File: src/rtl/dmem_wait_responder.sv
// MEM-stage data-memory responder: serves loads/stores from a local word array
// and holds Ready low for WAIT_CYCLES cycles per access so the pipeline stalls.
module dmem_wait_responder #(
  parameter int ADDR_W      = 6,
  parameter int DATA_W      = 32,
  parameter int WAIT_CYCLES = 2,
  parameter int CNT_W       = 16
) (
  input  logic              CLK,
  input  logic              Reset_L,
  input  logic              MemoryRead,
  input  logic              MemoryWrite,
  input  logic [ADDR_W-1:0] Address,
  input  logic [DATA_W-1:0] WriteData,
  output logic [DATA_W-1:0] ReadData,
  output logic              Ready,
  output logic              ProtoErr,
  output logic [CNT_W-1:0]  ReadCount,
  output logic [CNT_W-1:0]  WriteCount
);

  logic [DATA_W-1:0] mem [2**ADDR_W];
  logic              mem_we;
  logic [ADDR_W-1:0] mem_waddr;
  logic [DATA_W-1:0] mem_wdata;
  logic              both_req;

  // A simultaneous read and write is served as a write; the read is dropped.
  assign both_req = MemoryRead & MemoryWrite;

  always_ff @(negedge CLK) begin
    if (mem_we) mem[mem_waddr] <= mem_wdata;
  end

  if (WAIT_CYCLES == 0) begin : g_zero
    logic              rd_only;
    logic [DATA_W-1:0] rdata_p1;

    assign rd_only   = MemoryRead & ~MemoryWrite;
    assign Ready     = 1'b1;
    assign mem_we    = Reset_L & MemoryWrite;
    assign mem_waddr = Address;
    assign mem_wdata = WriteData;
    assign ReadData  = rd_only ? mem[Address] : rdata_p1;

    // Stage p1: last completed read is held once the request drops.
    always_ff @(negedge CLK or negedge Reset_L) begin
      if (!Reset_L) begin
        rdata_p1   <= '0;
        ProtoErr   <= 1'b0;
        ReadCount  <= '0;
        WriteCount <= '0;
      end else begin
        ProtoErr <= both_req;
        if (rd_only) begin
          rdata_p1  <= mem[Address];
          ReadCount <= ReadCount + CNT_W'(1);
        end
        if (MemoryWrite) WriteCount <= WriteCount + CNT_W'(1);
      end
    end
  end else begin : g_wait
    localparam int CW = (WAIT_CYCLES > 2) ? $clog2(WAIT_CYCLES - 1) : 1;
    localparam logic [CW-1:0] CNT_INIT = CW'((WAIT_CYCLES >= 2) ? WAIT_CYCLES - 2 : 0);

    typedef enum logic [1:0] {S_IDLE, S_WAIT, S_DONE} state_t;

    state_t            state;
    logic [CW-1:0]     cnt;
    logic              write_p1;
    logic [ADDR_W-1:0] addr_p1;
    logic [DATA_W-1:0] wdata_p1;
    logic              req;
    logic              accept;
    logic              finish;
    logic              op_write;
    logic [ADDR_W-1:0] op_addr;
    logic [DATA_W-1:0] op_wdata;

    assign req    = MemoryRead | MemoryWrite;
    assign accept = (state == S_IDLE) & req;
    assign finish = (accept & (WAIT_CYCLES == 1)) | ((state == S_WAIT) & (cnt == '0));

    // In IDLE the operation comes straight from the ports, afterwards from the latch.
    assign op_write  = (state == S_IDLE) ? MemoryWrite : write_p1;
    assign op_addr   = (state == S_IDLE) ? Address     : addr_p1;
    assign op_wdata  = (state == S_IDLE) ? WriteData   : wdata_p1;
    assign Ready     = (state == S_DONE) | ((state == S_IDLE) & ~req);
    assign mem_we    = Reset_L & finish & op_write;
    assign mem_waddr = op_addr;
    assign mem_wdata = op_wdata;

    // Stage p1: request latch, wait counter and completion side effects.
    always_ff @(negedge CLK or negedge Reset_L) begin
      if (!Reset_L) begin
        state      <= S_IDLE;
        cnt        <= '0;
        write_p1   <= 1'b0;
        addr_p1    <= '0;
        wdata_p1   <= '0;
        ReadData   <= '0;
        ProtoErr   <= 1'b0;
        ReadCount  <= '0;
        WriteCount <= '0;
      end else begin
        ProtoErr <= accept & both_req;
        case (state)
          S_IDLE: begin
            if (req) begin
              write_p1 <= MemoryWrite;
              addr_p1  <= Address;
              wdata_p1 <= WriteData;
              if (WAIT_CYCLES == 1) begin
                state <= S_DONE;
              end else begin
                state <= S_WAIT;
                cnt   <= CNT_INIT;
              end
            end
          end
          S_WAIT: begin
            if (cnt == '0) state <= S_DONE;
            else           cnt   <= cnt - CW'(1);
          end
          S_DONE:  state <= S_IDLE;
          default: state <= S_IDLE;
        endcase
        if (finish) begin
          if (op_write) begin
            WriteCount <= WriteCount + CNT_W'(1);
          end else begin
            ReadData  <= mem[op_addr];
            ReadCount <= ReadCount + CNT_W'(1);
          end
        end
      end
    end
  end

endmodule

File: config.mk
export PLATFORM = sky130hd
export DESIGN_NAME = dmem_wait_responder
export DESIGN_NICKNAME = d
export VERILOG_FILES = /design/src/rtl/dmem_wait_responder.sv
export SDC_FILE = /design/constraint.sdc
export NUM_CORES = 2
export LEC_CHECK = 0
export CORE_MARGIN = 2
export CORE_UTILIZATION = 30
export DETAILED_ROUTE_END_ITERATION = 7
export PLACE_DENSITY = 0.46
export SLEW_MARGIN = 15
export SYNTH_ARGS = -nofsm -noshare
export SYNTH_HDL_FRONTEND = slang
export SYNTH_SLANG_ARGS = --single-unit
File: constraint.sdc
create_clock -name CLK -period 4 [get_ports CLK]
set_input_delay 0.6 -clock CLK [delete_from_list [all_inputs] [get_ports CLK]]
set_output_delay 0.6 -clock CLK [all_outputs]
set_load 0.02 [all_outputs]
==> key figures <==
Power and ir drop
  – PwrDens: 856 nW/µm²
  – Peak supply drop: 0.452 mV
  – Power Total: 101 mW
  – Leak Pwr: 49.3 nW

Worst setup path
  – CP startpoint kind: input pin
  – Slowest stage delay, CP: around 0.99 ns
  – R2r startpoint: g_wait.state[1]
  – CP cell instances: buf_8 > nor3b_4 > nor2_4 > buf_12 > buf_12 > buf_4 > mux2i_1 > o22ai_1 > or3_1 > a222oi_1 > a31oi_1
  – Critical-path top delay cell: a222oi_1
  – WS Path Type: input pin to flop
  – Flop-to-flop setup slack: -0.01 ns
  – Worst Path Arrival: ~3.6 ns
  – Crit-path most repeated cell: buf_12
  – CP delay by family, top: compound AO/OA/AOI/OAI gates
  – WP buf/inv: 4
  – CP Capture Type: flop
  – Crit-path max FO: 15
  – Critical R2R Capture: ReadData[0]
  – CP required: ~2.6 ns
  – Worst r2r path cells: 10

Drt
  – 1st-pass router iterations: 6
  – Via count: 60400
  – WL per Instance: 27.3 µm
  – Vias per inst: about 5.1
  – # DRC: 0
  – Initial detailed-routing violation count: 6195
  – DRT antenna net count: 0
  – WL final: 323000 µm

Synth
  – Synthesized cell area: 82300 µm²
  – Mean Syn Cell Area: 16.8 µm²
  – Syn nets: 4928
  – EDFF count, synth: 2048
  – Top-area cell type share of the netlist area: 0.748
  – Yosys warning count: 0
  – Asr flop ratio synth: 0.0492
  – Top post-synthesis cells by area: edfxtp_1 75%, mux2i_1 5.6%, dfrtn_1 3.2%
  – Main flop type after synthesis: edfxtp_1
  – Register area share after synthesis: 0.780
  – Synth Instances: 4884
  – Area leader, netlist: edfxtp_1
  – Yosys cell types: 74
  – Flops & latches, synth: approximately 2200

CTS
  – Worst-path clk slew: 0.05 ns
  – Clock root cell: clkbuf_16
  – H-Tree Depth: 4
  – CTS Hold Bufs: 0
  – CTS sink count: 2154
  – Clock Latency Late Sink: 0.93 ns
  – CTS buffer count: 238
  – CTS tree: done
  – Clock buffer depth: 4

Finish
  – Util after Layout: 0.430
  – Multi-input gate area: 18600 µm²
  – Seq. cell area: 64200 µm²
  – Synthesis-to-finish area growth: 42.8%
  – Most frequent cells in the layout: 2095 x inv_1, 2048 x edfxtp_1, 634 x buf_4, 444 x mux2i_1, 336 x buf_12
  – Share of cells above drive strength 1: 0.227
  – Fillers: ~25000
  – Commonest non-fill, non-tap cell in the layout: inv_1
  – Layout Nets: 8066

Floorplanning
  – Die area: 278000 µm²
  – Die width: between 500 and 600 µm
  – Die height: 528 µm
  – Top-Level Pins: around 110
  – Initial Util: 0.301
  – Row count: 192
  – CORE AREA: 273000 µm²

Global routing
  – Largest net degree at the start of global routing: 65
  – Vias in the first global route: 61900
  – Initial antenna violation count: 12
  – First-pass GRT wire length: 436000 µm
  – Total GRT Usage: 0.220
  – Grt total ovfl: 0

Hold path
  – Worst Hold Class: flop to flop
  – Hold Path Stages: 1
  – Hold worst-path end: g_wait.wdata_p1[16]
  – Hold Crit Start: g_wait.wdata_p1[16]

STA
  – Final Skew: 0.105 ns
  – # setup viols final: 1987
  – Least-Margin Pin Slew: 1.22 ns
  – Setup ws final: -0.963 ns
  – RSZ-0062 raised after global routing: true
  – Final hold violation count: 0
  – Max-slew violation count: 0
  – Relative slew slack: 0.185

Placed design
  – DP HPWL: 193000 µm
  – IO buf count: 107
  – RD Place Congestion: 0.838

Status
  – Failing checks: negative setup slack
  – Status: finished with violations

Job
  – Max-cap check violation count: 0
[worst register-to-register path, stage by stage (launching register included)]
cell	delay (ns)
dfrtn_1	0.36
buf_4	0.23
o21ai_1	0.67
o22a_4	0.30
buf_12	0.13
buf_4	0.20
buf_8	0.19
o22ai_1	0.11
or3_1	0.43
a222oi_1	0.99
a31oi_1	0.19
[worst max path at each step]
stage                     from            to  slack [ns]  cells past startpoint
floorplan           Address[1]  ReadData[21]       -0.90                     11
global placement    Address[0]   ReadData[0]       -3.27                     10
detailed placement  Address[0]   ReadData[0]       -3.27                     10
CTS                 Address[2]   ReadData[0]       -0.84                     11
global route        Address[2]   ReadData[0]       -0.95                     11
finish              Address[0]   ReadData[0]       -0.96                     11
[where the power goes]
part | total [mW] | leakage (nW) | internal, mW | switching (mW)
Sequential | 30.5 | 19.8 | 29.8 | 0.636
Combinational | 39.0 | 14.6 | 15.7 | 23.3
Clock | 31.1 | 14.9 | 16.4 | 14.7
[area by class of cell]
| class | count | share of cell area |
|---|---|---|
| diodes | 5 | 0.000107 |
| clock buffers | 264 | 0.0535 |
| clock inverters | 2212 | 0.0811 |
| inverters | 5 | 0.000160 |
| multi-input cells | 2402 | 0.159 |
| flip-flops and latches | 2154 | 0.546 |
| well taps | 3589 | 0.0382 |
| repair buffers | 1173 | 0.122 |
[cell usage after synthesis, drive strengths merged, types with 9 or more instances]
cell,n
nand3,91
clkbuf,147
buf,175
o2bb2ai,10
nor3,15
mux2,86
a22oi,55
o221ai,29
and3,14
nand4,25
o22ai,232
xnor2,22
o32a,24
o211ai,15
a31oi,14
a222oi,106
a21oi,220
a211oi,9
o21ai,183
dfrtn,106
edfxtp,2048
nor2,138
a221o,23
a2111oi,38
nand2,366
nand2b,10
a221oi,61
o21a,13
a22o,49
mux2i,458
o22a,9
[sequential cells by signal, summed over array words and instances (netlist names)]
signal and cells:
g_wait.write_p1 1, g_wait.addr_p1 6, mem 2048, g_wait.wdata_p1 32, g_wait.state 2, ReadData 32, ReadCount 16, WriteCount 16
ProtoErr 1
[layer usage]
metal	global-route usage	up-vias	share of wire
met4	0.0899	4	0.029
met5	0	-	0.000071
met2	0.352	2573	0.48
li1	-	26100	-
met3	0.0511	466	0.072
met1	0.288	31200	0.42
[logic make-up (layout without fill, tap and decap cells)]
| logic type | after synthesis | in the layout | share of synthesized area |
|---|---|---|---|
| flip-flops | 2154 | 2154 | 0.780 |
| adder cells (fa/ha/maj) | 2 | 2 | 0.000304 |
| multiplexers | 544 | 544 | 0.0675 |
| XOR/XNOR | 30 | 30 | 0.00319 |
| AND/OR/NAND/NOR | 695 | 695 | 0.0365 |
| buffers and inverters | 328 | 3654 | 0.0168 |
| AO/OA/AOI/OAI | 1131 | 1131 | 0.0958 |
| other | 0 | 5 | 0 |
[what timing repair did]
item | 4_1_cts | 5_1_grt
gates resized for setup | 312 | 414
buffers inserted | 33 | 154
setup endpoints to repair | 2146 | 2049
pin swaps | 32 | 134
gates cloned | 5 | 26
[through the flow]
step / TNS (ns) / worst slack, ns / std cells / cell area, µm² / hold slack, ns
after global routing: -551.59 / -0.945 / 11800 / 117000 / 0.477
after global placement: -3573.08 / -3.27 / 9112 / 97500 / 0.415
after detailed placement: -3572.26 / -3.27 / 9112 / 97500 / 0.433
final: -546.04 / -0.963 / 11800 / 117000 / 0.453
after floorplan: -1736.38 / -0.904 / 4884 / 82900 / 0.441
after CTS: -356.78 / -0.842 / 11600 / 114000 / 0.435
(Power assumes the default switching activity.)
